$ cat src/rtl/cpu_pkg.sv
// Shared types and constants for the instruction-fetch path.
package cpu_pkg;

   localparam int          CPU_XLEN = 32;
   localparam logic [31:0] NOP_INST = 32'h0000_0000;
   localparam int          PC_STEP  = 4;

   typedef struct packed {
      logic [CPU_XLEN-1:0] pc;
      logic [CPU_XLEN-1:0] inst;
   } fetch_entry_t;

endpackage

$ cat src/rtl/fetch_fifo.sv
// Synchronous prefetch queue: DEPTH slots with flush, push, pop, count and a
// combinational head view so a pushed entry is presentable the next cycle.
module fetch_fifo
   import cpu_pkg::*;
#(
   parameter int  DEPTH   = 4,
   parameter type entry_t = fetch_entry_t
) (
   input  logic                         clk,
   input  logic                         reset,
   input  logic                         flush,
   input  logic                         push,
   input  entry_t                       push_entry,
   input  logic                         pop,
   output entry_t                       head,
   output logic [$clog2(DEPTH+1)-1:0]   count
);

   localparam int AW = $clog2(DEPTH);
   localparam int CW = $clog2(DEPTH+1);

   logic [AW-1:0] wr_ptr_reg, wr_ptr_next;
   logic [AW-1:0] rd_ptr_reg, rd_ptr_next;
   logic [CW-1:0] count_reg, count_next;
   logic          do_push, do_pop;
   entry_t        slot_q [DEPTH];

   assign do_pop  = pop && (count_reg != '0);
   assign do_push = push && ((count_reg != CW'(DEPTH)) || do_pop);

   // One register per slot so each slot has a single writer.
   for (genvar gi = 0; gi < DEPTH; gi++) begin : g_slot
      entry_t slot_reg;
      always_ff @(posedge clk) begin
         if (do_push && !flush && (wr_ptr_reg == AW'(gi)))
            slot_reg <= push_entry;
      end
      assign slot_q[gi] = slot_reg;
   end

   always_comb begin
      wr_ptr_next = wr_ptr_reg;
      rd_ptr_next = rd_ptr_reg;
      count_next  = count_reg;
      if (flush) begin
         wr_ptr_next = '0;
         rd_ptr_next = '0;
         count_next  = '0;
      end else begin
         if (do_push) wr_ptr_next = wr_ptr_reg + AW'(1);
         if (do_pop)  rd_ptr_next = rd_ptr_reg + AW'(1);
         case ({do_push, do_pop})
            2'b10:   count_next = count_reg + CW'(1);
            2'b01:   count_next = count_reg - CW'(1);
            default: count_next = count_reg;
         endcase
      end
   end

   always_ff @(posedge clk) begin
      if (reset) begin
         wr_ptr_reg <= '0;
         rd_ptr_reg <= '0;
         count_reg  <= '0;
      end else begin
         wr_ptr_reg <= wr_ptr_next;
         rd_ptr_reg <= rd_ptr_next;
         count_reg  <= count_next;
      end
   end

   assign head  = slot_q[rd_ptr_reg];
   assign count = count_reg;

endmodule

$ cat src/rtl/if_prefetch_stage.sv
// Instruction-fetch stage: PC generator, memory request/ready handshake and a
// prefetch queue feeding ID; redirects flush the queue and restart fetch.
module if_prefetch_stage
   import cpu_pkg::*;
#(
   parameter int              XLEN     = CPU_XLEN,
   parameter int              DEPTH    = 4,
   parameter logic [XLEN-1:0] RESET_PC = '0
) (
   input  logic                        clk,
   input  logic                        reset,
   output logic                        imem_req,
   output logic [XLEN-1:0]             imem_addr,
   input  logic                        imem_ready,
   input  logic [XLEN-1:0]             imem_data,
   input  logic                        redirect,
   input  logic [XLEN-1:0]             redirect_pc,
   input  logic                        id_ready,
   output logic                        id_valid,
   output logic [XLEN-1:0]             id_inst,
   output logic [XLEN-1:0]             id_pc,
   output logic [XLEN-1:0]             id_pc_4,
   output logic [$clog2(DEPTH+1)-1:0]  occupancy
);

   localparam int CW = $clog2(DEPTH+1);

   typedef struct packed {
      logic [XLEN-1:0] pc;
      logic [XLEN-1:0] inst;
   } stage_entry_t;

   logic [XLEN-1:0] fetch_pc_reg;
   logic [CW-1:0]   count;
   logic            transfer;
   logic            pop;
   stage_entry_t    push_entry;
   stage_entry_t    head;
   logic            unused_redirect_lsbs;

   assign unused_redirect_lsbs = ^redirect_pc[1:0];

   // Occupancy only grows on a transfer, so a raised request holds until accepted.
   assign imem_req  = !reset && !redirect && (count < CW'(DEPTH));
   assign imem_addr = fetch_pc_reg;
   assign transfer  = imem_req && imem_ready;
   assign id_valid  = (count != '0);
   assign pop       = id_valid && id_ready;

   assign push_entry.pc   = fetch_pc_reg;
   assign push_entry.inst = imem_data;

   always_ff @(posedge clk) begin
      if (reset)
         fetch_pc_reg <= RESET_PC;
      else if (redirect)
         fetch_pc_reg <= {redirect_pc[XLEN-1:2], 2'b00};
      else if (transfer)
         fetch_pc_reg <= fetch_pc_reg + XLEN'(PC_STEP);
   end

   fetch_fifo #(
      .DEPTH   (DEPTH),
      .entry_t (stage_entry_t)
   ) u_fetch_fifo (
      .clk        (clk),
      .reset      (reset),
      .flush      (redirect),
      .push       (transfer),
      .push_entry (push_entry),
      .pop        (pop),
      .head       (head),
      .count      (count)
   );

   // An empty queue presents a NOP with zero PCs rather than stale slot data.
   assign id_inst   = id_valid ? head.inst : XLEN'(NOP_INST);
   assign id_pc     = id_valid ? head.pc : '0;
   assign id_pc_4   = id_valid ? (head.pc + XLEN'(PC_STEP)) : '0;
   assign occupancy = count;

endmodule

$ cat config.mk
export PLATFORM = sky130hd
export DESIGN_NAME = if_prefetch_stage
export DESIGN_NICKNAME = d
export VERILOG_FILES = /design/src/rtl/cpu_pkg.sv /design/src/rtl/fetch_fifo.sv /design/src/rtl/if_prefetch_stage.sv
export SDC_FILE = /design/constraint.sdc
export NUM_CORES = 1
export LEC_CHECK = 0
export ABC_AREA = 1
export CAP_MARGIN = 20
export CELL_PAD_IN_SITES_DETAIL_PLACEMENT = 1
export CELL_PAD_IN_SITES_GLOBAL_PLACEMENT = 1
export CORE_UTILIZATION = 49
export DETAILED_ROUTE_END_ITERATION = 10
export DONT_BUFFER_PORTS = 1
export PLACE_DENSITY_LB_ADDON = 0.2
export SLEW_MARGIN = 20
export SYNTH_ARGS = -nofsm -noshare
export SYNTH_HDL_FRONTEND = slang
export SYNTH_HIERARCHICAL = 1
export SYNTH_SLANG_ARGS = --single-unit
$ cat constraint.sdc
create_clock -name clk -period 6.08 [get_ports clk]
set_input_delay 0.912 -clock clk [delete_from_list [all_inputs] [get_ports clk]]
set_output_delay 0.912 -clock clk [all_outputs]
set_load 0.03 [all_outputs]
==> impl_metrics.env, run 1 <==
export IMPL_maxSlewViolCount=0
export IMPL_max_freq_mhz=187.9
export IMPL_hold_viol=0
export IMPL_holdBufCountCts=0
export IMPL_syn_inst=1377
export IMPL_fp_dieW_um=168.0
export IMPL_wl_per_cell_um=21.53
export IMPL_r2r_slack_ns=2.61
export IMPL_die_h_um=168.0
export IMPL_viasPerCell=5.723
export IMPL_post_cts_setup_buffers=0
export IMPL_path_clk_slew_ns=0.06
export IMPL_arrival_ns=4.41
export IMPL_cp_top_family="simple AND/OR/NAND/NOR gates"
export IMPL_powerDensity_nw_per_um2=293.7
export IMPL_cts_root_buffer="clkbuf_16"
export IMPL_grt_pass1_vias=10290
export IMPL_final_nets=1446
export IMPL_multi_input_area_um2=4205
export IMPL_fin_cells=1735
export IMPL_grt_max_degree=82
export IMPL_initial_core_util_pct=49.96
export IMPL_avgSynthCellArea_um2=9.805
export IMPL_cts_buffer_depth=3
export IMPL_drive_gt1_share_pct=7.174
export IMPL_drt_wl_total_mm=37.35
export IMPL_synth_largest_area_cell="edfxtp_1"
export IMPL_seq_area_um2=8433
export IMPL_worstHoldStart="reset"
export IMPL_critPathKind="reg -> out"
export IMPL_yosysWarnings=6
export IMPL_finClkSkew_ns=0.01886
export IMPL_setup_viol=0
export IMPL_rsz0062_at_grt="false"
export IMPL_drtPass1Iterations=5
export IMPL_tns_ns=0
export IMPL_path_buf_inv=1
export IMPL_critPathMaxFanout=48
export IMPL_yosys_top_cells_count="298 x nor2_1, 256 x edfxtp_1, 174 x nand2_1"
export IMPL_synth_area_leaders="edfxtp_1 57%, nor2_1 8.3%, dfxtp_1 5.5%"
export IMPL_grt_ovfl_total=0
export IMPL_r2r_end="u_fetch_fifo/g_slot[3].slot_reg[31]"
export IMPL_relSlewSlack_pct=28.13
export IMPL_place_ws_ns=1.298
export IMPL_hold_ws_ns=0.4118
export IMPL_synth_top_cell_area_share_pct=56.94
export IMPL_drtIter0Drc=601
export IMPL_cts_buffers=31
export IMPL_async_reset_ff_share_pct=0
export IMPL_synth_distinct_cells=44
export IMPL_holdPathStages=1
export IMPL_grt_first_pass_wirelength_mm=57.22
export IMPL_irDropWorstVdd_mv=0.1885
export IMPL_antenna_cells=0
export IMPL_ant_nets=0
export IMPL_synth_most_common_cell="nor2_1"
export IMPL_path_cells="inv_2 > o21ai_1 > o22ai_1 > nand2_1 > nor4_1 > nand2_1 > nand2_1 > nand2_1 > nor2_1"
export IMPL_drcViolationCount=0
export IMPL_status="finished, final reports clean"
export IMPL_worstSkewPairLatency_ns=0.58
export IMPL_crit_required_ns=5.17
export IMPL_largest_register_ffs=256
export IMPL_cp_start_kind="register"
export IMPL_holdCritPathClass="in -> reg"
export IMPL_cap_violations=0
export IMPL_h_tree_depth=1
export IMPL_vias=9930
export IMPL_dieArea_um2=28220
export IMPL_cpPeakStageDelay_ns=0.77
export IMPL_worstReg2RegStart="u_fetch_fifo/count[2]"
export IMPL_critPathSlowestCell="nor4_1"
export IMPL_worst_pin_slew_ns=1.078
export IMPL_core_um2=27030
export IMPL_synth_ff_type="edfxtp_1"
export IMPL_io_buffers=0
export IMPL_layout_min_cycle_time_ns=5.323
export IMPL_syn_area_um2=13500
export IMPL_worstHoldEndpoint="imem_addr[7]"
export IMPL_synth_edf_count=256
export IMPL_fill_cells=2998
export IMPL_cp_num_cells=9
export IMPL_cts_resized=0
export IMPL_p_leak_uw=0.005471
export IMPL_cts_tree="built"
export IMPL_gp_congestion=0.9030
export IMPL_reg2reg_depth=7
export IMPL_syn2layout_area_growth_pct=9.517
export IMPL_end_kind="primary output"
export IMPL_dp_cells=1677
export IMPL_finalWorstSetupSlack_ns=0.7569
export IMPL_rows=60
export IMPL_synth_ff_latch_count=293
export IMPL_ioPinCount=202
export IMPL_cts_sinks=293
export IMPL_crit_top_cell="nand2_1"
export IMPL_antenna_found_initial=0
export IMPL_fin_crit_sh_pct=87.55
export IMPL_hpwl_mm=24.45
export IMPL_globalRouteTotalUtil_pct=26.36
export IMPL_ys_seq_area_share_pct=62.42
[routing by layer]
| metal | part of all wire (%) | vias up | track usage (%) |
|---|---|---|---|
| li1 | - | 4676 | - |
| met1 | 41 | 4919 | 31.87 |
| met2 | 49 | 268 | 46.97 |
| met3 | 6.6 | 67 | 5.501 |
| met4 | 2.7 | 0 | 8.416 |
| met5 | 0 | - | 0 |
[cell families (layout without fill, tap and decap cells)]
logic type	count (synthesis)	count (layout)	synth area share, %
simple gates	583	583	18.13
flops	293	293	62.42
compound gates	269	269	10.86
buf+inv	210	218	6.950
xor+xnor	14	14	0.9082
fa+ha+maj	7	7	0.7043
other cells	1	10	0.02777
[area by class of cell]
class                   instances  area share, %
flip-flops and latches        293          57.03
well taps                     341          2.885
clock inverters                18          1.193
clock buffers                  39          5.729
repair buffers                 19          1.100
inverters                     142          3.622
multi-input cells             883          28.44
[cell usage in the layout (no fill, tap or decap), types with 18 or more instances in the layout]
| master | count |
|---|---|
| o21ai_0 | 101 |
| clkbuf_16 | 32 |
| nor2_1 | 294 |
| edfxtp_1 | 256 |
| nor3_1 | 22 |
| dfxtp_1 | 35 |
| nand2_1 | 174 |
| buf_4 | 18 |
| a21oi_1 | 40 |
| o21ai_1 | 46 |
| nand3_1 | 56 |
| o22ai_1 | 64 |
| inv_1 | 135 |
[worst max-delay path by stage]
stage	end	slack [ns]	startpoint
after floorplan	u_fetch_fifo/g_slot[0].slot_reg[0]	0.86	redirect
after global placement	id_pc_4[28]	1.44	u_fetch_fifo/rd_ptr_reg[1]
after detailed placement	id_pc_4[28]	1.30	u_fetch_fifo/rd_ptr_reg[1]
after CTS	id_pc_4[28]	0.69	u_fetch_fifo/rd_ptr_reg[1]
after global routing	id_pc_4[28]	0.60	u_fetch_fifo/rd_ptr_reg[1]
final	id_pc_4[28]	0.76	u_fetch_fifo/rd_ptr_reg[1]
[where the power goes]
part / internal [µW] / switching (µW)
combinational: 39.6 / 131
sequential: 2210 / 70.2
clock: 1110 / 780
[through the flow]
step / cell area, µm² / util (%) / total power [µW]
after detailed placement: 13740 / 50.82 / 2493
final: 14790 / 54.71 / 4343
after global routing: 14790 / 54.71 / 4455
after global placement: 13740 / 50.82 / 2486
after floorplan: 13540 / - / 2444
after CTS: 14760 / 54.61 / 4373
No activity file was read; power rests on OpenSTA's default activity.
==> run 2, diff against run 1 <==
==> constraint.sdc (replaced) <==
create_clock -name clk -period 6.08 [get_ports clk]
set_input_delay 0.912 -clock clk [delete_from_list [all_inputs] [get_ports clk]]
set_output_delay 0.912 -clock clk [all_outputs]
set_load 0.05 [all_outputs]
==> run 2 against run 1 <==
Effect of this change:
- fmax fell by 0.80%
- sequential share of layout area fell by 0.40 points
- first-iteration DRC count rose by 17%
- total power barely moved
- flip-flop and latch count did not move
- worst setup slack got worse by 0.043 ns
- via count rose by 0.46%
- clock power fell by 3%
- non-clock buffer count rose by 8
- die area did not move
- utilization rose by 0.38 points
- largest power group unchanged
==> impl_metrics.env, run 2 (same netlist as run 1, synthesis figures left out) <==
export IMPL_status="finished, final reports clean"
export IMPL_holdBufCountCts=0
export IMPL_gp_congestion=0.9187
export IMPL_path_cells="buf_4 > nor2_1 > o22ai_1 > nand3_2 > nor3_4 > inv_1 > nor3_1 > xor2_1 > nor2_1"
export IMPL_relSlewSlack_pct=22.93
export IMPL_crit_required_ns=5.17
export IMPL_cts_sinks=293
export IMPL_path_clk_slew_ns=0.06
export IMPL_antenna_found_initial=0
export IMPL_ant_nets=0
export IMPL_hold_viol=0
export IMPL_finalWorstSetupSlack_ns=0.7138
export IMPL_cap_violations=0
export IMPL_setup_viol=0
export IMPL_cp_start_kind="register"
export IMPL_fill_cells=2963
export IMPL_r2r_slack_ns=2.43
export IMPL_tns_ns=0
export IMPL_critPathKind="reg -> out"
export IMPL_rsz0062_at_grt="false"
export IMPL_drtIter0Drc=705
export IMPL_holdCritPathClass="in -> reg"
export IMPL_post_cts_setup_buffers=0
export IMPL_wl_per_cell_um=21.79
export IMPL_fp_dieW_um=168.0
export IMPL_ioPinCount=202
export IMPL_end_kind="primary output"
export IMPL_cts_root_buffer="clkbuf_16"
export IMPL_final_cell_mix="292 x nor2_1, 256 x edfxtp_1, 174 x nand2_1, 135 x inv_1, 101 x o21ai_0"
export IMPL_worstHoldStart="reset"
export IMPL_final_util_pct=55.10
export IMPL_layout_min_cycle_time_ns=5.366
export IMPL_dieArea_um2=28220
export IMPL_drive_gt1_share_pct=8.060
export IMPL_drtPass1Iterations=4
export IMPL_cts_buffer_depth=3
export IMPL_globalRouteTotalUtil_pct=26.90
export IMPL_cp_top_family="simple AND/OR/NAND/NOR gates"
export IMPL_cpPeakStageDelay_ns=0.88
export IMPL_largest_register_ffs=256
export IMPL_grt_max_degree=81
export IMPL_worstHoldEndpoint="imem_addr[5]"
export IMPL_worstSkewPairLatency_ns=0.56
export IMPL_fin_crit_sh_pct=88.26
export IMPL_grt_pass1_vias=10250
export IMPL_powerDensity_nw_per_um2=291.4
export IMPL_critPathSlowestCell="dfxtp_4"
export IMPL_worstReg2RegStart="u_fetch_fifo/count[2]"
export IMPL_max_freq_mhz=186.4
export IMPL_grt_first_pass_wirelength_mm=57.81
export IMPL_initial_core_util_pct=49.96
export IMPL_drt_wl_total_mm=37.98
export IMPL_crit_top_cell="nor2_1"
export IMPL_p_leak_uw=0.005527
export IMPL_h_tree_depth=1
export IMPL_irDropWorstVdd_mv=0.2119
export IMPL_io_buffers=0
export IMPL_holdPathStages=1
export IMPL_hold_ws_ns=0.4212
export IMPL_final_nets=1454
export IMPL_multi_input_area_um2=4235
export IMPL_path_buf_inv=2
export IMPL_maxSlewViolCount=0
export IMPL_seq_area_um2=8433
export IMPL_final_common_cell="nor2_1"
export IMPL_syn2layout_area_growth_pct=10.29
export IMPL_critPathMaxFanout=80
export IMPL_antenna_cells=0
export IMPL_die_h_um=168.0
export IMPL_vias=9976
export IMPL_worst_pin_slew_ns=1.152
export IMPL_drcViolationCount=0
export IMPL_rows=60
export IMPL_place_ws_ns=1.262
export IMPL_grt_ovfl_total=0
export IMPL_cts_tree="built"
export IMPL_hpwl_mm=24.95
export IMPL_cts_resized=0
export IMPL_reg2reg_depth=7
export IMPL_finClkSkew_ns=0.01051
export IMPL_core_um2=27030
export IMPL_cts_buffers=31
export IMPL_arrival_ns=4.45
export IMPL_viasPerCell=5.723
export IMPL_r2r_end="u_fetch_fifo/g_slot[1].slot_reg[14]"
[run 2: worst max path at each step]
stage,start,cells past startpoint,end
2_1_floorplan,redirect,8,u_fetch_fifo/g_slot[0].slot_reg[0]
3_3_place_gp,u_fetch_fifo/rd_ptr_reg[0],10,id_pc_4[28]
3_5_place_dp,u_fetch_fifo/rd_ptr_reg[0],9,id_pc_4[28]
4_1_cts,u_fetch_fifo/rd_ptr_reg[0],9,id_pc_4[28]
5_1_grt,u_fetch_fifo/rd_ptr_reg[0],9,id_pc_4[23]
6_report,u_fetch_fifo/rd_ptr_reg[0],9,id_pc_4[23]
[run 2: per-stage QoR]
stage | cell area [µm²] | power [µW] | instances
after floorplan | 13540 | 2492 | 1386
after global placement | 13840 | 2538 | 1684
after detailed placement | 13840 | 2545 | 1684
after CTS | 14840 | 4369 | 1741
after global routing | 14890 | 4457 | 1743
final | 14890 | 4339 | 1743
[run 2: power by group]
part	switching, µW	internal, µW
clock	753	1080
combinational	160	41.7
sequential	90.4	2210
total	1000	3340
[run 2: layer usage]
layer  wire length (µm)  track usage [%]
met5                  0                0
met4               1204            9.852
met2              19010            47.79
met1              15430            32.44
met3               2326            5.195
[run 2: layout make-up]
| class | instances | area share [%] |
|---|---|---|
| timing repair buffer | 27 | 1.798 |
| sequential | 293 | 56.63 |
| clock buffer | 44 | 5.882 |
| clock inverter | 13 | 0.7815 |
| inverter | 142 | 3.596 |
| tap | 341 | 2.865 |
| multi-input combinational | 883 | 28.44 |
